$ cat src/rtl/aim_noc_pkg.sv
// rtl/aim_noc_pkg.sv - flit type encoding, HEAD field layout and NI FSM states
package aim_noc_pkg;

  localparam int FLIT_TYPE_W = 2;

  localparam logic [FLIT_TYPE_W-1:0] FLIT_IDLE = 2'b00;
  localparam logic [FLIT_TYPE_W-1:0] FLIT_HEAD = 2'b01;
  localparam logic [FLIT_TYPE_W-1:0] FLIT_BODY = 2'b10;
  localparam logic [FLIT_TYPE_W-1:0] FLIT_TAIL = 2'b11;

  localparam int HEAD_DST_X     = 0;
  localparam int HEAD_DST_Y     = 1;
  localparam int HEAD_SRC_X     = 2;
  localparam int HEAD_SRC_Y     = 3;
  localparam int HEAD_N_COORDS  = 4;

  // HEAD coordinates pack downward from just below the type bits; len sits under them.
  function automatic int head_coord_lsb(input int data_w, input int coord_w, input int idx);
    return data_w - FLIT_TYPE_W - (idx + 1) * coord_w;
  endfunction

  function automatic int head_len_lsb(input int data_w, input int coord_w, input int len_w);
    return data_w - FLIT_TYPE_W - HEAD_N_COORDS * coord_w - len_w;
  endfunction

  typedef enum logic [1:0] {
    ST_IDLE = 2'd0,
    ST_HEAD = 2'd1,
    ST_DATA = 2'd2
  } ni_state_e;

endpackage

$ cat src/rtl/aim_noc_sync_fifo.sv
// rtl/aim_noc_sync_fifo.sv - first-word-fall-through synchronous FIFO with full/empty
module aim_noc_sync_fifo #(
  parameter int WIDTH = 62,
  parameter int DEPTH = 8
) (
  input  logic             clk,
  input  logic             reset,
  input  logic             push,
  input  logic [WIDTH-1:0] push_data,
  input  logic             pop,
  output logic [WIDTH-1:0] pop_data,
  output logic             full,
  output logic             empty
);

  localparam int AW = $clog2(DEPTH);

  logic [WIDTH-1:0] mem_q [DEPTH];
  logic [AW:0]      wr_ptr_q, wr_ptr_d;
  logic [AW:0]      rd_ptr_q, rd_ptr_d;
  logic             do_push, do_pop;

  // Extra pointer bit distinguishes full from empty when the indices match.
  assign empty    = (wr_ptr_q == rd_ptr_q);
  assign full     = (wr_ptr_q[AW] != rd_ptr_q[AW]) && (wr_ptr_q[AW-1:0] == rd_ptr_q[AW-1:0]);
  assign do_pop   = pop && !empty;
  assign do_push  = push && (!full || do_pop);
  assign pop_data = mem_q[rd_ptr_q[AW-1:0]];

  always_comb begin
    wr_ptr_d = wr_ptr_q;
    rd_ptr_d = rd_ptr_q;
    if (do_push) wr_ptr_d = wr_ptr_q + 1'b1;
    if (do_pop)  rd_ptr_d = rd_ptr_q + 1'b1;
  end

  always_ff @(posedge clk or posedge reset) begin
    if (reset) begin
      wr_ptr_q <= '0;
      rd_ptr_q <= '0;
    end else begin
      wr_ptr_q <= wr_ptr_d;
      rd_ptr_q <= rd_ptr_d;
    end
  end

  always_ff @(posedge clk) begin
    if (do_push) mem_q[wr_ptr_q[AW-1:0]] <= push_data;
  end

endmodule

$ cat src/rtl/aim_noc_ni_tx.sv
// rtl/aim_noc_ni_tx.sv - NI transmitter: frames requests and payload into HEAD/BODY/TAIL flits
module aim_noc_ni_tx
  import aim_noc_pkg::*;
#(
  parameter int DATA_W     = 64,
  parameter int COORD_W    = 4,
  parameter int LEN_W      = 6,
  parameter int FIFO_DEPTH = 8
) (
  input  logic                     clk,
  input  logic                     reset,
  input  logic [COORD_W-1:0]       cfg_src_x,
  input  logic [COORD_W-1:0]       cfg_src_y,
  input  logic                     req_valid,
  output logic                     req_ready,
  input  logic [COORD_W-1:0]       req_dst_x,
  input  logic [COORD_W-1:0]       req_dst_y,
  input  logic [LEN_W-1:0]         req_len,
  input  logic                     pld_valid,
  output logic                     pld_ready,
  input  logic [DATA_W-3:0]        pld_data,
  input  logic                     noc_stall,
  output logic [DATA_W-1:0]        flit_out,
  output logic                     pkt_sent,
  output logic                     busy
);

  localparam int PLD_W     = DATA_W - FLIT_TYPE_W;
  localparam int DST_X_LSB = head_coord_lsb(DATA_W, COORD_W, HEAD_DST_X);
  localparam int DST_Y_LSB = head_coord_lsb(DATA_W, COORD_W, HEAD_DST_Y);
  localparam int SRC_X_LSB = head_coord_lsb(DATA_W, COORD_W, HEAD_SRC_X);
  localparam int SRC_Y_LSB = head_coord_lsb(DATA_W, COORD_W, HEAD_SRC_Y);
  localparam int LEN_LSB   = head_len_lsb(DATA_W, COORD_W, LEN_W);

  ni_state_e          state_q, state_d;
  logic [COORD_W-1:0] dst_x_q, dst_x_d, dst_y_q, dst_y_d;
  logic [COORD_W-1:0] src_x_q, src_x_d, src_y_q, src_y_d;
  logic [LEN_W-1:0]   len_q, len_d, rem_q, rem_d;
  logic [DATA_W-1:0]  flit_q, flit_d, head_flit;
  logic               sent_q, sent_d;
  logic               fifo_push, fifo_pop, fifo_full, fifo_empty;
  logic [PLD_W-1:0]   fifo_rdata;

  assign pld_ready = !fifo_full;
  assign fifo_push = pld_valid && pld_ready;

  aim_noc_sync_fifo #(
    .WIDTH (PLD_W),
    .DEPTH (FIFO_DEPTH)
  ) u_pld_fifo (
    .clk       (clk),
    .reset     (reset),
    .push      (fifo_push),
    .push_data (pld_data),
    .pop       (fifo_pop),
    .pop_data  (fifo_rdata),
    .full      (fifo_full),
    .empty     (fifo_empty)
  );

  always_comb begin
    head_flit                              = '0;
    head_flit[DATA_W-1 -: FLIT_TYPE_W]     = FLIT_HEAD;
    head_flit[DST_X_LSB +: COORD_W]        = dst_x_q;
    head_flit[DST_Y_LSB +: COORD_W]        = dst_y_q;
    head_flit[SRC_X_LSB +: COORD_W]        = src_x_q;
    head_flit[SRC_Y_LSB +: COORD_W]        = src_y_q;
    head_flit[LEN_LSB +: LEN_W]            = len_q;
  end

  always_comb begin
    state_d   = state_q;
    dst_x_d   = dst_x_q;
    dst_y_d   = dst_y_q;
    src_x_d   = src_x_q;
    src_y_d   = src_y_q;
    len_d     = len_q;
    rem_d     = rem_q;
    flit_d    = '0;
    sent_d    = 1'b0;
    req_ready = 1'b0;
    fifo_pop  = 1'b0;
    case (state_q)
      ST_IDLE: begin
        req_ready = 1'b1;
        if (req_valid) begin
          dst_x_d = req_dst_x;
          dst_y_d = req_dst_y;
          src_x_d = cfg_src_x;
          src_y_d = cfg_src_y;
          len_d   = req_len;
          state_d = ST_HEAD;
        end
      end
      ST_HEAD: begin
        if (!noc_stall) begin
          flit_d = head_flit;
          if (len_q == '0) begin
            sent_d  = 1'b1;
            state_d = ST_IDLE;
          end else begin
            rem_d   = len_q;
            state_d = ST_DATA;
          end
        end
      end
      ST_DATA: begin
        // A stall or an empty FIFO emits a bubble and leaves remaining untouched.
        if (!noc_stall && !fifo_empty) begin
          fifo_pop = 1'b1;
          rem_d    = rem_q - 1'b1;
          if (rem_q == LEN_W'(1)) begin
            flit_d  = {FLIT_TAIL, fifo_rdata};
            sent_d  = 1'b1;
            state_d = ST_IDLE;
          end else begin
            flit_d  = {FLIT_BODY, fifo_rdata};
          end
        end
      end
      default: state_d = ST_IDLE;
    endcase
  end

  always_ff @(posedge clk or posedge reset) begin
    if (reset) begin
      state_q <= ST_IDLE;
      dst_x_q <= '0;
      dst_y_q <= '0;
      src_x_q <= '0;
      src_y_q <= '0;
      len_q   <= '0;
      rem_q   <= '0;
      flit_q  <= '0;
      sent_q  <= 1'b0;
    end else begin
      state_q <= state_d;
      dst_x_q <= dst_x_d;
      dst_y_q <= dst_y_d;
      src_x_q <= src_x_d;
      src_y_q <= src_y_d;
      len_q   <= len_d;
      rem_q   <= rem_d;
      flit_q  <= flit_d;
      sent_q  <= sent_d;
    end
  end

  assign flit_out = flit_q;
  assign pkt_sent = sent_q;
  assign busy     = (state_q != ST_IDLE) || !fifo_empty;

endmodule
$ cat config.mk
export PLATFORM = sky130hd
export DESIGN_NAME = aim_noc_ni_tx
export DESIGN_NICKNAME = d
export VERILOG_FILES = /design/src/rtl/aim_noc_pkg.sv /design/src/rtl/aim_noc_sync_fifo.sv /design/src/rtl/aim_noc_ni_tx.sv
export SDC_FILE = /design/constraint.sdc
export NUM_CORES = 1
export LEC_CHECK = 0
export BUFFER_PORTS_ARGS = -buffer_cell sky130_fd_sc_hd__buf_4
export CAP_MARGIN = 10
export CORE_UTILIZATION = 60
export DETAILED_ROUTE_END_ITERATION = 10
export PLACE_DENSITY = 0.79
export SYNTH_ARGS = -nofsm -noshare
export SYNTH_HDL_FRONTEND = slang
export SYNTH_SLANG_ARGS = --single-unit
$ cat constraint.sdc
create_clock -name clk -period 6.7 [get_ports clk]
set_input_delay 0 -clock clk [delete_from_list [all_inputs] [get_ports clk]]
set_output_delay 0 -clock clk [all_outputs]
set_load 0.02 [all_outputs]
**Yosys cells after proc, flatten, opt, wreduce, memory -nomap -nowiden**

Memory sizes are Yosys's and may differ from the RTL's.
Cells that the tools add are included.

- Add/subtract/negate cells: 3
- Equality and inequality tests: 11
- Multiplexer cells: 24
- Reductions and logical operators: 17

Operator list:

| kind | count |
|---|---|
| 64-bit case mux with 2 select lines | 1 |
| 63-bit 2-to-1 mux | 2 |
| 64-bit 2-to-1 mux | 1 |
| 6-bit 2-to-1 mux | 3 |
| 6-bit case mux with 2 select lines | 1 |
| 2-bit 2-to-1 mux | 5 |
| 2-bit inequality test (second input constant) | 5 |
| 1-bit 2-to-1 mux | 9 |
| 4-bit by 1-bit adder with 4-bit output (second input constant) | 2 |
| 4-bit AND reduction | 2 |
| 6-bit by 1-bit == test with 1-bit output (second input constant) | 1 |
| 6-bit zero test | 1 |
| 2-bit case mux with 3 select lines | 1 |
| 6-bit by 1-bit subtractor with 6-bit output (second input constant) | 1 |
| 1-bit logical AND | 5 |
| 4-bit == test | 1 |
| 2-bit nonzero test | 2 |
| 3-bit == test | 1 |
| 1-bit zero test | 3 |
| 2-bit by 1-bit == test with 1-bit output (second input constant) | 1 |
| 2-bit == test (second input constant) | 1 |
| 2-bit zero test | 1 |
| 1-bit logical OR | 2 |
| 1-bit case mux with 2 select lines | 1 |
| other kinds (2) | 2 |

- Register bits after elaboration: 103
- Memory bits (writable): 496
- Word-level logic and storage cells: 67
- Memories kept: 1

Memory list:

| memory | words | width | rd ports | clocked after Yosys merged registers in | write ports | RTL line | text |
|---|---|---|---|---|---|---|---|
| u_pld_fifo.mem_q | 8 | 62 | 1 | 0 | 1 | aim_noc_sync_fifo.sv:18 | `logic [WIDTH-1:0] mem_q [DEPTH];` |

**Depth between registers and ports, before layout**

Gate-level depths: netlist of run 1.

- Depth in word-level cells: 10
- Gate-level depth with buffers: 9
- Mapped depth without buffers: 6

**Hierarchy**

A second synthesis of run 1 with hierarchy kept.

- Cells, all modules: 1,042
- Area total of the unflattened synthesis: 22,729.3 um2

Modules (own cells, without submodules):

| module | times used | cells each | area each (um2) | sequential area each (um2) |
|---|---|---|---|---|
| aim_noc_sync_fifo | 1 | 774 | 19,118.3 | 15,094.5 |
| aim_noc_ni_tx | 1 | 268 | 3,611.0 | 2,377.3 |

**Least setup slack after synthesis of run 1**

OpenSTA, ideal clock, no wires.

- Kind: register to register
- Start: register u_pld_fifo.rd_ptr_q[1]
- End: memory u_pld_fifo.mem_q[0][0], enable pin
- Setup time: 0.559 ns
- Arrival time: 5.488 ns
- Data required time: 6.141 ns
- Setup slack: 0.653 ns
- Stages on the path, launching flop included: 7
- Path buffers: 2
- Period minus slack after synthesis: 6.047 ns
- Cells stage by stage: dfrtp_1 buf_6 buf_6 xnor2_1 nand4_1 nand3_1 nor3_1

- Elaborated cells on any way between the ends: 14
- Classes of those cells: eq/ne: 2; mux: 4; reduce/logical: 8

RTL lines:

| item | RTL line | text |
|---|---|---|
| start, declared | aim_noc_sync_fifo.sv:20 | `logic [AW:0] rd_ptr_q, rd_ptr_d;` |
| start signal, assigned | aim_noc_sync_fifo.sv:43 | `rd_ptr_q <= rd_ptr_d;` |
| 3-bit == test * | aim_noc_sync_fifo.sv:25 | `assign full = (wr_ptr_q[AW] != rd_ptr_q[AW]) && (wr_ptr_q[AW-1:0] == rd_ptr_q[AW-1:0]);` |
| 1-bit logical AND * | aim_noc_sync_fifo.sv:25 |  |
| 1-bit zero test * | aim_noc_ni_tx.sv:44 | `assign pld_ready = !fifo_full;` |
| net pld_ready | aim_noc_ni_tx.sv:20 | `output logic pld_ready,` |
| 1-bit logical AND or 1-bit logical OR (tied branches) | aim_noc_ni_tx.sv:45, aim_noc_sync_fifo.sv:27 |  |
| 1-bit logical AND * | aim_noc_sync_fifo.sv:27 | `assign do_push = push && (!full \|\| do_pop);` |
| 1-bit 2-to-1 mux * | aim_noc_sync_fifo.sv:48 | `if (do_push) mem_q[wr_ptr_q[AW-1:0]] <= push_data;` |
| 1-bit 2-to-1 mux (implied by the code) * | aim_noc_sync_fifo.sv:48 |  |
| end, declared | aim_noc_sync_fifo.sv:18 |  |

Mark *: on every way through the listed nets, which the timed path passes. The rest lies on a longest branch.

**Final worst setup path of run 1**

- Start: register u_pld_fifo.rd_ptr_q[0]
- End: memory u_pld_fifo.mem_q[1][7], enable pin

- Word-level cells in the longest chain between the ends: 10
- Elaborated cells on any way between the ends: 14
- Classes of those cells: eq/ne: 2; mux: 4; reduce/logical: 8

Ends and longest elaborated chain:

| item | RTL line | text |
|---|---|---|
| 4-bit == test | aim_noc_sync_fifo.sv:24 | `assign empty = (wr_ptr_q == rd_ptr_q);` |
| 1-bit zero test | aim_noc_sync_fifo.sv:26, aim_noc_ni_tx.sv:109 |  |
| 1-bit logical AND | aim_noc_ni_tx.sv:109 | `if (!noc_stall && !fifo_empty) begin` |
| 1-bit 2-to-1 mux | aim_noc_ni_tx.sv:109 |  |
| 1-bit 2-to-1 mux | aim_noc_ni_tx.sv:83 | `case (state_q)` |
| 1-bit logical AND | aim_noc_sync_fifo.sv:26 | `assign do_pop = pop && !empty;` |
| 1-bit logical OR | aim_noc_sync_fifo.sv:27 |  |
| 1-bit logical AND * | aim_noc_sync_fifo.sv:27 |  |
| 1-bit 2-to-1 mux * | aim_noc_sync_fifo.sv:48 |  |
| 1-bit 2-to-1 mux (implied by the code) * | aim_noc_sync_fifo.sv:48 |  |

Mark *: on every way between the ends. The rest lies on a longest branch, timed or not.

==> results_dict.tcl, run 1 <==
set metrics [dict create \
    status "completed" \
    p_comb_frac 0.258 \
    crit_required_ns 6.94 \
    peakVddDrop_v 0.000289 \
    drive_gt1_frac 0.331 \
    yosysWarnings 0 \
    clock_latency_ns 0.61 \
    synthTopCellsByArea "edfxtp_1, mux4_2, dfrtp_1" \
    slowest_stage "dfrtp_4" \
    numPortBuffers 156 \
    start_util 0.614 \
    final_common_cell "edfxtp_1" \
    avgViaCountPerCell 5.89 \
    fmax_mhz 247 \
    reg2reg_depth 5 \
    async_flop_share 0.172 \
    seq_power_share 0.463 \
    detail_route.wl_per_cell_um 24.6 \
    dpl.hpwl_mm 24.5 \
    nNetsFinal 1411 \
    routabilityCongestion 0.805 \
    fin_setup_tns_ns 0 \
    grt_overflow_total 0 \
    rsz0062_at_grt "no" \
    postCtsResizedCells 0 \
    grt_antenna_before_repair 3 \
    drtIter0Drc 894 \
    netlist_instances 1048 \
    htree_levels 2 \
    clk_pin_slew_ns 0.06 \
    synthDistinctLibCells 47 \
    synth_largest_area_cell "edfxtp_1" \
    regArea_um2 17500 \
    cts_buffer_depth 3 \
    vias 11000 \
    layout_min_cycle_time_ns 4.05 \
    area_growth_pct 19.5 \
    crit_path_max_fanout 59 \
    cts_tree "done" \
    cts.sinks 599 \
    setup_viol 0 \
    synth_edf_count 496 \
    post-route-period-util 0.604 \
    synth_top_area_share 0.656 \
    multi_input_comb_area_um2 4960 \
    fill_cells 2076 \
    grt_pass1_wl_mm 70.2 \
    intPower_mw 7.96 \
    synth_seq_cells 599 \
    p_switching_mw 3.25 \
    grt_max_degree 75 \
    path_class "reg -> reg" \
    swShare 0.290 \
    tightest_slew_ns 1.13 \
    end_kind "register" \
    power_density_nw_per_um2 413 \
    relSlewSlack 0.248 \
    fin_worst_skew_ns 0.0268 \
    core_um2 37000 \
    finalHoldViolCount 0 \
    ctsHoldBuffers 89 \
    rows 70 \
    first_global_vias 11900 \
    cp_cell_sequence "xnor2_1 > nand4_1 > nand3_1 > nor2_4 > buf_4" \
    p_clk_frac 0.279 \
    drc 0 \
    die_h_um 197 \
    slew_viol_final 0 \
    cts_buffers 56 \
    yosysSeqAreaShare 0.769 \
    layout_common_cells "edfxtp_1, buf_4, mux4_2, dfrtp_1, dlygate4sd3_1" \
    hold_depth 3 \
    cts_root_buf "clkbuf_16" \
    worst_slack_ns 2.65 \
    first_pass_iters 5 \
    start_kind "register" \
    worstHoldPathType "in -> reg" \
    drv_cap 0 \
    dp_slack_ns 2.54 \
    dieArea_um2 38600 \
    grt_usage 0.248 \
    io_pins 157 \
    netlist_area_um2 22700 \
    avgSynthCellArea_um2 21.7 \
    ant_nets 0 \
    p_leak_nw 9.53 \
    routed_wl_mm 45.9 \
    slowest_delay_ns 1.16 \
    power.total_mw 11.2 \
    syn_nets 1145 \
    die_w_um 197 \
    arrival_ns 4.29 \
    ys.flop_type "edfxtp_1" \
    post_cts_buffers 0 \
]
## power by group through the flow
| stage | clock network (mW) | logic (mW) | registers [mW] |
|---|---|---|---|
| floorplan | 0 | 2.22 | 5.06 |
| global placement | 0 | 2.80 | 5.23 |
| detailed placement | 0 | 2.84 | 5.26 |
| CTS | 3.17 | 2.92 | 5.20 |
| global route | 3.31 | 3.09 | 5.26 |
| finish | 3.13 | 2.89 | 5.19 |
## critical path, delay by kind of cell, from the launching register on
kind / cells / cell delay (ns)
buf+inv: 1 / 0.59
xor+xnor: 1 / 0.32
simple gates: 3 / 1.59
flops: 1 / 1.16
## stage by stage
stage | utilization | hold WS (ns) | instances | cell area (um^2)
after floorplan | - | 0.0989 | 1048 | 22700
after global placement | 0.660 | 0.0647 | 1670 | 24400
after detailed placement | 0.660 | 0.0740 | 1670 | 24400
after CTS | 0.733 | 0.144 | 1864 | 27100
after global routing | 0.734 | 0.156 | 1866 | 27100
final | 0.734 | 0.170 | 1866 | 27100
## layout make-up
| cell class | instances | share of cell area |
|---|---|---|
| Sequential cell | 599 | 0.644 |
| Multi-Input combinational cell | 388 | 0.183 |
| Timing Repair Buffer | 261 | 0.0809 |
| Clock buffer | 84 | 0.0589 |
| Tap cell | 504 | 0.0232 |
| Clock inverter | 21 | 0.00830 |
| Inverter | 8 | 0.00120 |
| Antenna cell | 1 | 0.0000922 |
## worst paths after layout
kind / start / end / slack [ns]
worst max-delay path: u_pld_fifo.rd_ptr_q[0]$_DFFE_PP0P_ / u_pld_fifo.mem_q[1][7]$_DFFE_PP_ / 2.65
worst min-delay path: req_dst_y[0] / dst_y_q[0]$_DFFE_PP0P_ / 0.17
worst max register to register: u_pld_fifo.rd_ptr_q[0]$_DFFE_PP0P_ / u_pld_fifo.mem_q[1][7]$_DFFE_PP_ / 2.65
worst min register to register: dst_x_q[3]$_DFFE_PP0P_ / dst_x_q[3]$_DFFE_PP0P_ / 0.51
max in group asynchronous: reset / u_pld_fifo.rd_ptr_q[2]$_DFFE_PP0P_ / 4.68
min in group asynchronous: reset / flit_out[33]$_DFF_PP0_ / 0.59
## cell usage after synthesis (5+ instances only)
cell and n:
edfxtp_1 496, mux4_2 124, dfrtp_1 103, nor2_1 50, mux2_2 48, mux2i_1 41
nor2b_1 24, a22oi_1 23, buf_2 23, clkbuf_1 12, buf_6 9, ha_1 8
inv_1 8, xnor2_1 8, xor2_1 6, a21oi_1 5, buf_1 5, nand2_1 5
nand2b_1 5
## per-layer routing
metal | part of all wire | vias to the layer above | GRT usage
met2 | 0.52 | 394 | 0.421
met5 | 0.00048 | - | 0
met4 | 0.017 | 4 | 0.0654
met3 | 0.061 | 69 | 0.0448
met1 | 0.40 | 5758 | 0.337
li1 | - | 4774 | -
## sequential cells by signal, summed over array words and instances (netlist names)
| signal | count |
|---|---|
| rem_q | 6 |
| flit_out | 64 |
| u_pld_fifo.wr_ptr_q | 4 |
| src_y_q | 4 |
| pkt_sent | 1 |
| dst_y_q | 4 |
| len_q | 6 |
| state_q | 2 |
| u_pld_fifo.mem_q | 496 |
| src_x_q | 4 |
| dst_x_q | 4 |
| u_pld_fifo.rd_ptr_q | 4 |
## logic make-up (layout without fill, tap and decap cells)
logic type                 count (synthesis)  in the layout  share of synthesized area
adders and majority gates                  8              8                    0.00441
xor gates and xnor gates                  14             14                    0.00540
muxes                                    213            213                      0.165
buffers and inverters                     61            374                     0.0150
and+or+nand+nor                          106            106                     0.0241
other                                      0              1                          0
DFF                                      599            599                      0.769
AOI/OAI and AO/OA                         47             47                     0.0170
Power figures use the tool's default switching activity.
==> run 2: changes to the inputs <==
Settings changed: CORE_UTILIZATION 60 to 54, PLACE_DENSITY 0.79 to 0.75.
Clock period 6.7 ns to 3.4 ns, I/O delays scaled along.
==> run 2 against run 1 <==
The run now ends with design-rule violations left. Maximum frequency is 62% higher. Count of clock-buffer cells in the layout is 5 lower. Wire length is 1.6% lower. Sequential cell count is the same. Clock power rose by 100%. Clock skew decreased by 0.0010 ns.
==> results_dict.tcl, run 2 (synthesized netlist as in run 1, its figures left out) <==
set metrics [dict create \
    status "finished, violations left" \
    cts_tree "done" \
    worstHoldPathType "in -> async" \
    drv_cap 0 \
    slowest_stage "dfrtp_1" \
    area_growth_pct 20.8 \
    final_common_cell "edfxtp_1" \
    cts_root_buf "clkbuf_16" \
    post-route-period-util 0.734 \
    cts_buffers 58 \
    path_class "reg -> reg" \
    violations "design-rule violations" \
    setup_viol 0 \
    end_kind "register" \
    finalHoldViolCount 0 \
    first_global_vias 11600 \
    htree_levels 2 \
    grt_overflow_total 0 \
    layout_min_cycle_time_ns 2.50 \
    numPortBuffers 156 \
    ctsHoldBuffers 88 \
    cts.sinks 599 \
    routabilityCongestion 0.796 \
    timing.hold.ws_ns 0.137 \
    rows 74 \
    ant_nets 0 \
    largest_register_ffs 496 \
    drtIter0Drc 866 \
    clock_latency_ns 0.63 \
    avgViaCountPerCell 5.75 \
    grt_antenna_before_repair 4 \
    crit_required_ns 3.64 \
    layout_common_cells "edfxtp_1, buf_4, mux4_2, dfrtp_1, dlygate4sd3_1" \
    fin_setup_tns_ns 0 \
    cp_num_buf_inv 1 \
    grt_max_degree 108 \
    die_h_um 207 \
    dp_slack_ns 0.900 \
    dp.cells 1707 \
    worst_slack_ns 0.904 \
    p_leak_nw 9.64 \
    regToRegStartpoint "u_pld_fifo.wr_ptr_q[0]$_DFFE_PP0P_" \
    dpl.hpwl_mm 23.5 \
    slew_viol_final 0 \
    rsz0062_at_grt "no" \
    regToRegSetupSlack_ns 0.90 \
    utilization 0.667 \
    reg2reg_depth 5 \
    power_density_nw_per_um2 812 \
    placed_area_um2 24600 \
    die_w_um 207 \
    start_kind "register" \
    core_um2 41100 \
    cts_buffer_depth 3 \
    detail_route.wl_per_cell_um 23.7 \
    first_pass_iters 8 \
    peakVddDrop_v 0.000793 \
    routed_wl_mm 45.2 \
    relSlewSlack 0.294 \
    arrival_ns 2.74 \
    dieArea_um2 42900 \
    finish.instance_area_um2 27400 \
    final_cells 1908 \
    post_cts_buffers 0 \
    grt_pass1_wl_mm 69.1 \
    drc 12 \
    power.total_mw 22.3 \
    cp_top_family "simple AND/OR/NAND/NOR gates" \
    crit_cells 5 \
    start_util 0.552 \
    fmax_mhz 401 \
    cp_cell_sequence "xnor2_1 > nand4_1 > nand3_1 > nor2_4 > buf_4" \
    io_pins 157 \
    crit_path_max_fanout 39 \
    fin_worst_skew_ns 0.0258 \
    grt_usage 0.215 \
    r2r-end "u_pld_fifo.mem_q[2][10]$_DFFE_PP_" \
    postCtsResizedCells 0 \
    drive_gt1_frac 0.338 \
    nNetsFinal 1420 \
    clk_pin_slew_ns 0.06 \
    slowest_delay_ns 0.60 \
    vias 11000 \
    tightest_slew_ns 1.06 \
]
run 2: power breakdown:
| group | internal, mW | leakage (nW) | switching (mW) | total, mW |
|---|---|---|---|---|
| Clock | 3.62 | 0.930 | 2.70 | 6.31 |
| Sequential | 9.30 | 5.85 | 0.472 | 9.78 |
| Combinational | 2.92 | 2.87 | 3.28 | 6.20 |
run 2: worst min-delay path, delay by kind of cell:
family	cells	cell delay, ns
buffers and inverters	3	1.27
run 2: layout make-up:
type	instances	area (um^2)
Multi-Input combinational cell	388	4980
Tap cell	532	666
Sequential cell	599	17500
Antenna cell	3	7.51
Clock buffer	79	1600
Timing Repair Buffer	268	2360
Clock inverter	31	308
Inverter	8	32.5
Fill cell	2661	13700
run 2: worst max path at each step:
stage	start	endpoint
3_3_place_gp	u_pld_fifo.wr_ptr_q[0]$_DFFE_PP0P_	u_pld_fifo.mem_q[3][37]$_DFFE_PP_
5_1_grt	u_pld_fifo.wr_ptr_q[0]$_DFFE_PP0P_	u_pld_fifo.mem_q[2][10]$_DFFE_PP_
4_1_cts	u_pld_fifo.wr_ptr_q[0]$_DFFE_PP0P_	u_pld_fifo.mem_q[2][34]$_DFFE_PP_
3_5_place_dp	u_pld_fifo.wr_ptr_q[0]$_DFFE_PP0P_	u_pld_fifo.mem_q[2][37]$_DFFE_PP_
6_report	u_pld_fifo.wr_ptr_q[0]$_DFFE_PP0P_	u_pld_fifo.mem_q[2][10]$_DFFE_PP_
2_1_floorplan	u_pld_fifo.rd_ptr_q[1]$_DFFE_PP0P_	u_pld_fifo.mem_q[1][0]$_DFFE_PP_
run 2: layer usage:
metal | global-route usage | vias to the layer above | routed length (um)
li1 | - | 4804 | -
met1 | 0.305 | 5776 | 19600
met2 | 0.351 | 338 | 22200
met3 | 0.0379 | 44 | 2760
met4 | 0.0535 | 2 | 585
met5 | 0 | - | 13
